===== config.mk =====
export PLATFORM = sky130hd
export DESIGN_NAME = signed_dot_mac
export DESIGN_NICKNAME = d
export VERILOG_FILES = /design/src/rtl/signed_dot_mac.sv
export SDC_FILE = /design/constraint.sdc
export NUM_CORES = 1
export LEC_CHECK = 0
export CORE_MARGIN = 3
export CORE_UTILIZATION = 59
export CTS_CLUSTER_SIZE = 8
export DETAILED_ROUTE_END_ITERATION = 7
export DONT_BUFFER_PORTS = 1
export PLACE_DENSITY = 0.85
export SLEW_MARGIN = 5
export SYNTH_ARGS = -nofsm -noshare
export SYNTH_HDL_FRONTEND = slang
export SYNTH_SLANG_ARGS = --single-unit

===== constraint.sdc =====
create_clock -name clk -period 4.5 [get_ports clk]
set_clock_uncertainty 0.05 [all_clocks]
set_input_delay 0.45 -clock clk [delete_from_list [all_inputs] [get_ports clk]]
set_output_delay 0.45 -clock clk [all_outputs]
set_load 0.03 [all_outputs]

===== src/rtl/signed_dot_mac.sv =====
// Signed dot-product MAC.
// Multiplies streaming operand pairs, accumulates VEC_LEN products,
// then rounds, shifts and saturates the sum into a held result.
module signed_dot_mac #(
    parameter int DATA_W  = 8,
    parameter int VEC_LEN = 4,
    parameter int ACC_W   = 24,
    parameter int OUT_W   = 16,
    parameter int SHIFT   = 0
) (
    input  logic                     clk,
    input  logic                     reset,
    input  logic                     in_valid,
    output logic                     in_ready,
    input  logic signed [DATA_W-1:0] a,
    input  logic signed [DATA_W-1:0] b,
    output logic                     out_valid,
    input  logic                     out_ready,
    output logic signed [OUT_W-1:0]  out_data,
    output logic                     out_sat
);

    localparam int CNT_W = (VEC_LEN > 1) ? $clog2(VEC_LEN) : 1;
    localparam int EXT_W = ACC_W + 1;
    localparam logic [CNT_W-1:0] LAST_CNT = CNT_W'(VEC_LEN - 1);

    // Rounding constant 2^(SHIFT-1), which collapses to zero when SHIFT is 0.
    localparam logic [EXT_W:0]   RND_FULL = (EXT_W + 1)'(1) << SHIFT;
    localparam logic [EXT_W-1:0] RND      = RND_FULL[EXT_W:1];

    // Output clamp limits expressed in the widened computation width.
    localparam logic signed [EXT_W-1:0] MAX_V = {{(EXT_W - OUT_W + 1){1'b0}}, {(OUT_W - 1){1'b1}}};
    localparam logic signed [EXT_W-1:0] MIN_V = {{(EXT_W - OUT_W + 1){1'b1}}, {(OUT_W - 1){1'b0}}};

    // Reject parameter sets where the accumulator could overflow or the output is wider than the sum.
    generate
        if (VEC_LEN < 1) begin : g_bad_len
            $error("signed_dot_mac: VEC_LEN must be at least 1");
        end
        if (ACC_W < 2 * DATA_W + $clog2(VEC_LEN) + 1) begin : g_bad_acc
            $error("signed_dot_mac: ACC_W too narrow for DATA_W and VEC_LEN");
        end
        if (OUT_W > ACC_W) begin : g_bad_out
            $error("signed_dot_mac: OUT_W must not exceed ACC_W");
        end
    endgenerate

    typedef enum logic [1:0] {
        ACC   = 2'd0,
        FLUSH = 2'd1,
        OUT   = 2'd2
    } state_t;

    state_t                    state_q, state_d;
    logic [CNT_W-1:0]          cnt_q, cnt_d;
    logic signed [ACC_W-1:0]   acc_q, acc_d;
    logic signed [ACC_W-1:0]   prod_q, prod_d;
    logic signed [OUT_W-1:0]   out_data_q, out_data_d;
    logic                      out_sat_q, out_sat_d;

    logic                      accept;
    logic signed [2*DATA_W-1:0] prod_full;
    logic signed [ACC_W-1:0]   prod_ext;
    logic signed [ACC_W-1:0]   sum;
    logic signed [EXT_W-1:0]   sum_rnd;
    logic signed [EXT_W-1:0]   shifted;
    logic signed [OUT_W-1:0]   sat_data;
    logic                      sat_flag;

    assign in_ready  = (state_q == ACC) && !reset;
    assign accept    = in_valid && in_ready;
    assign out_valid = (state_q == OUT);
    assign out_data  = out_data_q;
    assign out_sat   = out_sat_q;

    assign prod_full = a * b;
    assign prod_ext  = {{(ACC_W - 2 * DATA_W){prod_full[2*DATA_W-1]}}, prod_full};

    // The last product is still in prod_q when FLUSH runs, so the complete sum includes it.
    assign sum     = acc_q + prod_q;
    assign sum_rnd = {sum[ACC_W-1], sum} + RND;
    assign shifted = sum_rnd >>> SHIFT;

    // Clamp the rounded, shifted sum into the signed output range and flag any clamping.
    always_comb begin
        sat_data = shifted[OUT_W-1:0];
        sat_flag = 1'b0;
        if (shifted > MAX_V) begin
            sat_data = MAX_V[OUT_W-1:0];
            sat_flag = 1'b1;
        end else if (shifted < MIN_V) begin
            sat_data = MIN_V[OUT_W-1:0];
            sat_flag = 1'b1;
        end
    end

    // Next-state logic: accumulate in ACC, capture the result in FLUSH, hold it in OUT.
    always_comb begin
        state_d    = state_q;
        cnt_d      = cnt_q;
        acc_d      = acc_q;
        prod_d     = '0;
        out_data_d = out_data_q;
        out_sat_d  = out_sat_q;
        case (state_q)
            ACC: begin
                acc_d = sum;
                if (accept) begin
                    prod_d = prod_ext;
                    if (cnt_q == LAST_CNT) begin
                        cnt_d   = '0;
                        state_d = FLUSH;
                    end else begin
                        cnt_d = cnt_q + CNT_W'(1);
                    end
                end
            end
            FLUSH: begin
                out_data_d = sat_data;
                out_sat_d  = sat_flag;
                acc_d      = '0;
                state_d    = OUT;
            end
            OUT: begin
                if (out_ready) begin
                    state_d = ACC;
                end
            end
            default: begin
                state_d = ACC;
                acc_d   = '0;
                cnt_d   = '0;
            end
        endcase
    end

    // State register; reset wins over any handshake in the same cycle and drops partial work.
    always_ff @(posedge clk) begin
        if (reset) begin
            state_q    <= ACC;
            cnt_q      <= '0;
            acc_q      <= '0;
            prod_q     <= '0;
            out_data_q <= '0;
            out_sat_q  <= 1'b0;
        end else begin
            state_q    <= state_d;
            cnt_q      <= cnt_d;
            acc_q      <= acc_d;
            prod_q     <= prod_d;
            out_data_q <= out_data_d;
            out_sat_q  <= out_sat_d;
        end
    end

endmodule


==> Implementation_results.wiki <==
{| class="wikitable"
! Metric !! Value
|-
| Result of the run || finished clean
|-
| Antenna Violating Nets Remaining || 0
|-
| Die width || 107 µm
|-
| Data arrival, critical path || 4.42 ns
|-
| Fraction of the yosys area taken by sequential cells || 20.1%
|-
| Required time of the critical path || 4.66 ns
|-
| Share of post-route cells with drive strength above 1 || 7.83%
|-
| Clk Latency, worst-skew pair || 0.33 ns
|-
| Average routed wire per standard cell || 15.0 µm
|-
| Register-to-Register Setup Slack || 0.71 ns
|-
| Final RePlAce weighted congestion || 0.964
|-
| Net count reported at finish || 820
|-
| Top FF cell, synth || sky130_fd_sc_hd__dfxtp_1
|-
| Count leader, synth || sky130_fd_sc_hd__inv_1
|-
| Overall track demand over capacity in global routing || 22.5%
|-
| Number of optimization iterations in the first detailed-route pass || 5
|-
| Kind of start point of the critical path || input pin
|-
| Worst r2r dst || out_data[4]$_SDFFE_PP0N_
|-
| Fraction of the core area covered by cells at the end of the flow || 64.8%
|-
| Count of flip-flops with a built-in enable after synthesis || 0
|-
| Highest fanout seen on the critical path || 8
|-
| I/O pin count || 39
|-
| Slew at the pin closest to its max-slew limit || 0.893 ns
|-
| #FFs+latches synth || 61
|-
| Post-layout instance area || 6400 µm²
|-
| Part of the power in the clock network || 11.4%
|-
| Number of clock sinks || 61
|-
| Syn_nets || 818
|-
| Combinational power share || 63.0%
|-
| Internal power summed over all cells || 0.00192 W
|-
| # diodes || 0
|-
| CTS Buffer Depth || 2
|-
| Fraction of post-synthesis cell area in the top cell type by area || 20.1%
|-
| Final min period || 4.26 ns
|-
| First-pass GRT wire length || 21300 µm
|-
| Maximum capacitance violations || 0
|-
| Max Clk Rate || 235 MHz
|-
| Worst R2R Start || acc_q[0]$_SDFFE_PP0N_
|-
| Dominant cells by area after synthesis || sky130_fd_sc_hd__dfxtp_1 (20%), sky130_fd_sc_hd__fa_1 (18%), sky130_fd_sc_hd__ha_1 (12%)
|-
| Vertical die dimension || 107 µm
|-
| Cell type with the highest aggregate area in the netlist || sky130_fd_sc_hd__dfxtp_1
|-
| CTS H-tree lvls || 3
|-
| Asr flop ratio synth || 0%
|-
| Yosys warning total || 0
|-
| Maximum vdd drop || 0.000286 V
|-
| Effective utilization at floorplan || 61.5%
|-
| Cell area after placement || 6210 µm²
|-
| Std cell rows || 36
|-
| Clock transition time at the flip-flop clock pins of the worst setup and hold paths || 0.06 ns
|-
| Cell count after synthesis || 685
|-
| Port Buf Inserts || 0
|-
| Number of buffers added by the clock tree synthesis step || 9
|-
| Share of the clock period used by the worst path after layout || 94.6%
|-
| Worst Hold Slack || 0.140 ns
|-
| Average cell area after synthesis || 8.86 µm²
|-
| Post-CTS setup-driven buffer insertion count || 0
|-
| Setup-failing EPs final || 0
|-
| Timing endpoint of the critical path || prod_q[15]$_SDFF_PP0_
|-
| Max-slew headroom || 40.1%
|-
| Final hold violation count || 0
|-
| Post-route total power || 0.00359 W
|-
| Post-synth top cells || sky130_fd_sc_hd__inv_1 (86), sky130_fd_sc_hd__nor2_1 (85), sky130_fd_sc_hd__dfxtp_1 (61)
|-
| Switching Power || 0.00167 W
|-
| Switch share || 46.6%
|-
| Count of filler cells inserted in the layout || 774
|-
| Total die area || 11500 µm²
|-
| Combined area of all synthesized cells || 6070 µm²
|-
| Tightest Hold Check Type || input pin to flip-flop
|-
| Core Box Area || 9860 µm²
|-
| HPWL reported at the end of detailed placement || 9870 µm
|-
| TritonCTS clock tree || built
|-
| Hold Crit Start || reset
|-
| Via count of the first global-routing pass || 4824
|-
| Number of antenna violations at the first check in global routing || 0
|-
| Synth-to-Final Area Change || 5.42%
|-
| Global route overflow || 0
|-
| Sequential cell fraction of total power || 25.7%
|-
| Critical path type || input pin to flip-flop
|-
| Number of design-rule violations left by the first detailed-router iteration || 345
|-
| PwrDens || 561 nW/µm²
|-
| Timing startpoint of the critical path || a[3]
|-
| Cell depth of the worst flop-to-flop path || 11
|-
| Vias || 4650
|-
| Register cell area after layout || 1220 µm²
|-
| Multi-input combinational cell area || 4440 µm²
|-
| Post-Route WL || 12300 µm
|-
| Pin count of the biggest net entering global routing || 62
|-
| LEAKAGE || 2.89 nW
|-
| Number of remaining DRC errors || 0
|-
| Nature of the critical path endpoint || flip-flop
|-
| CTS root buf || sky130_fd_sc_hd__clkbuf_8
|-
| Distinct cell type count after synthesis || 60
|-
| Routed vias/inst || 5.65
|-
| Max-slew violation total from the final report || 0
|}
## flip-flops by register name (all words and copies together) (netlist names)
name,cells
prod_q,16
cnt_q,2
out_data,16
out_sat,1
acc_q,24
state_q,2
## layer usage
layer | up-vias | global-route usage, % | share of wire [%]
met3 | 25 | 3.84 | 5.4
met2 | 132 | 38.8 | 48
met5 | - | 0 | 0
met4 | 0 | 9.29 | 2.2
li1 | 2314 | - | -
met1 | 2179 | 28.0 | 44
## layout make-up
class,count,area share [%]
clock buffer,12,2.43
timing repair buffer,11,1.29
clock inverter,2,0.156
sequential,61,19.1
multi-input combinational,518,69.4
tap,133,2.60
inverter,86,5.05
## power groups by stage
stage	Combinational [W]	Sequential (W)	Clock (W)
2_1_floorplan	0.00180	0.000898	0
3_3_place_gp	0.00209	0.000923	0
3_5_place_dp	0.00220	0.000931	0
4_1_cts	0.00222	0.000922	0.000422
5_1_grt	0.00258	0.000936	0.000440
6_report	0.00226	0.000922	0.000408
## stage by stage
stage | cells | setup slack [ns] | setup TNS [ns]
after global routing | 823 | -0.00656 | -0.00656
after detailed placement | 809 | -0.189 | -0.384
after floorplan | 685 | 0.0734 | 0
final | 823 | 0.243 | 0
after global placement | 809 | -0.0342 | -0.0342
after CTS | 823 | 0.171 | 0
## cells by family (layout without fill, tap and decap cells)
family	after synthesis	after routing	synth area share, %
compound gates	132	132	17.8
xor+xnor	34	34	5.34
fa+ha+maj	113	113	30.2
buf+inv	106	111	7.07
flops	61	61	20.1
mux	3	3	0.516
simple gates	236	236	18.9
## placed cells by master (no fill, tap or decap), types with 4 or more instances in the layout
cell	Yosys	layout
sky130_fd_sc_hd__a22oi_1	23	23
sky130_fd_sc_hd__o211ai_1	6	6
sky130_fd_sc_hd__o32ai_1	4	4
sky130_fd_sc_hd__fa_1	56	56
sky130_fd_sc_hd__o32ai_2	11	11
sky130_fd_sc_hd__o21ai_0	18	16
sky130_fd_sc_hd__nor2_1	85	85
sky130_fd_sc_hd__dfxtp_1	61	61
sky130_fd_sc_hd__buf_4	0	11
sky130_fd_sc_hd__nor3_1	16	15
sky130_fd_sc_hd__a21o_1	11	11
sky130_fd_sc_hd__a21oi_1	26	25
sky130_fd_sc_hd__and3_1	8	8
sky130_fd_sc_hd__nor2b_1	11	11
sky130_fd_sc_hd__inv_1	86	86
sky130_fd_sc_hd__xnor2_1	25	25
sky130_fd_sc_hd__nand2b_1	5	5
sky130_fd_sc_hd__clkbuf_8	0	11
sky130_fd_sc_hd__nand3_1	5	5
sky130_fd_sc_hd__ha_1	57	57
sky130_fd_sc_hd__nand2_1	45	45
sky130_fd_sc_hd__and2_1	47	47
sky130_fd_sc_hd__xor2_1	7	7
## timing repair
item                                    in CTS  in global routing
hold buffers                                 0                  0
resized for setup                            0                  7
endpoints found under the setup margin       0                  3
## worst min path at each step
stage	to	slack, ns	cells past startpoint
global placement	acc_q[22]$_SDFFE_PP0N_	0.40	2
finish	state_q[1]$_SDFFE_PP0P_	0.14	1
CTS	state_q[1]$_SDFFE_PP0P_	0.12	1
detailed placement	acc_q[22]$_SDFFE_PP0N_	0.41	2
floorplan	acc_q[22]$_SDFFE_PP0N_	0.40	2
global route	acc_q[3]$_SDFFE_PP0N_	0.12	1
## critical path, stage by stage
cell and delay (ns):
sky130_fd_sc_hd__and2_1 0.15, sky130_fd_sc_hd__fa_1 0.54, sky130_fd_sc_hd__inv_1 0.05, sky130_fd_sc_hd__fa_1 0.47, sky130_fd_sc_hd__inv_1 0.05, sky130_fd_sc_hd__fa_1 0.52, sky130_fd_sc_hd__inv_1 0.05, sky130_fd_sc_hd__fa_1 0.53
sky130_fd_sc_hd__inv_1 0.04, sky130_fd_sc_hd__ha_1 0.32, sky130_fd_sc_hd__a21o_1 0.18, sky130_fd_sc_hd__a21o_1 0.18, sky130_fd_sc_hd__a21oi_1 0.18, sky130_fd_sc_hd__o21ai_0 0.18, sky130_fd_sc_hd__o41ai_2 0.29, sky130_fd_sc_hd__xnor2_1 0.16
sky130_fd_sc_hd__nor2_1 0.05
Power figures use the tool's default switching activity.
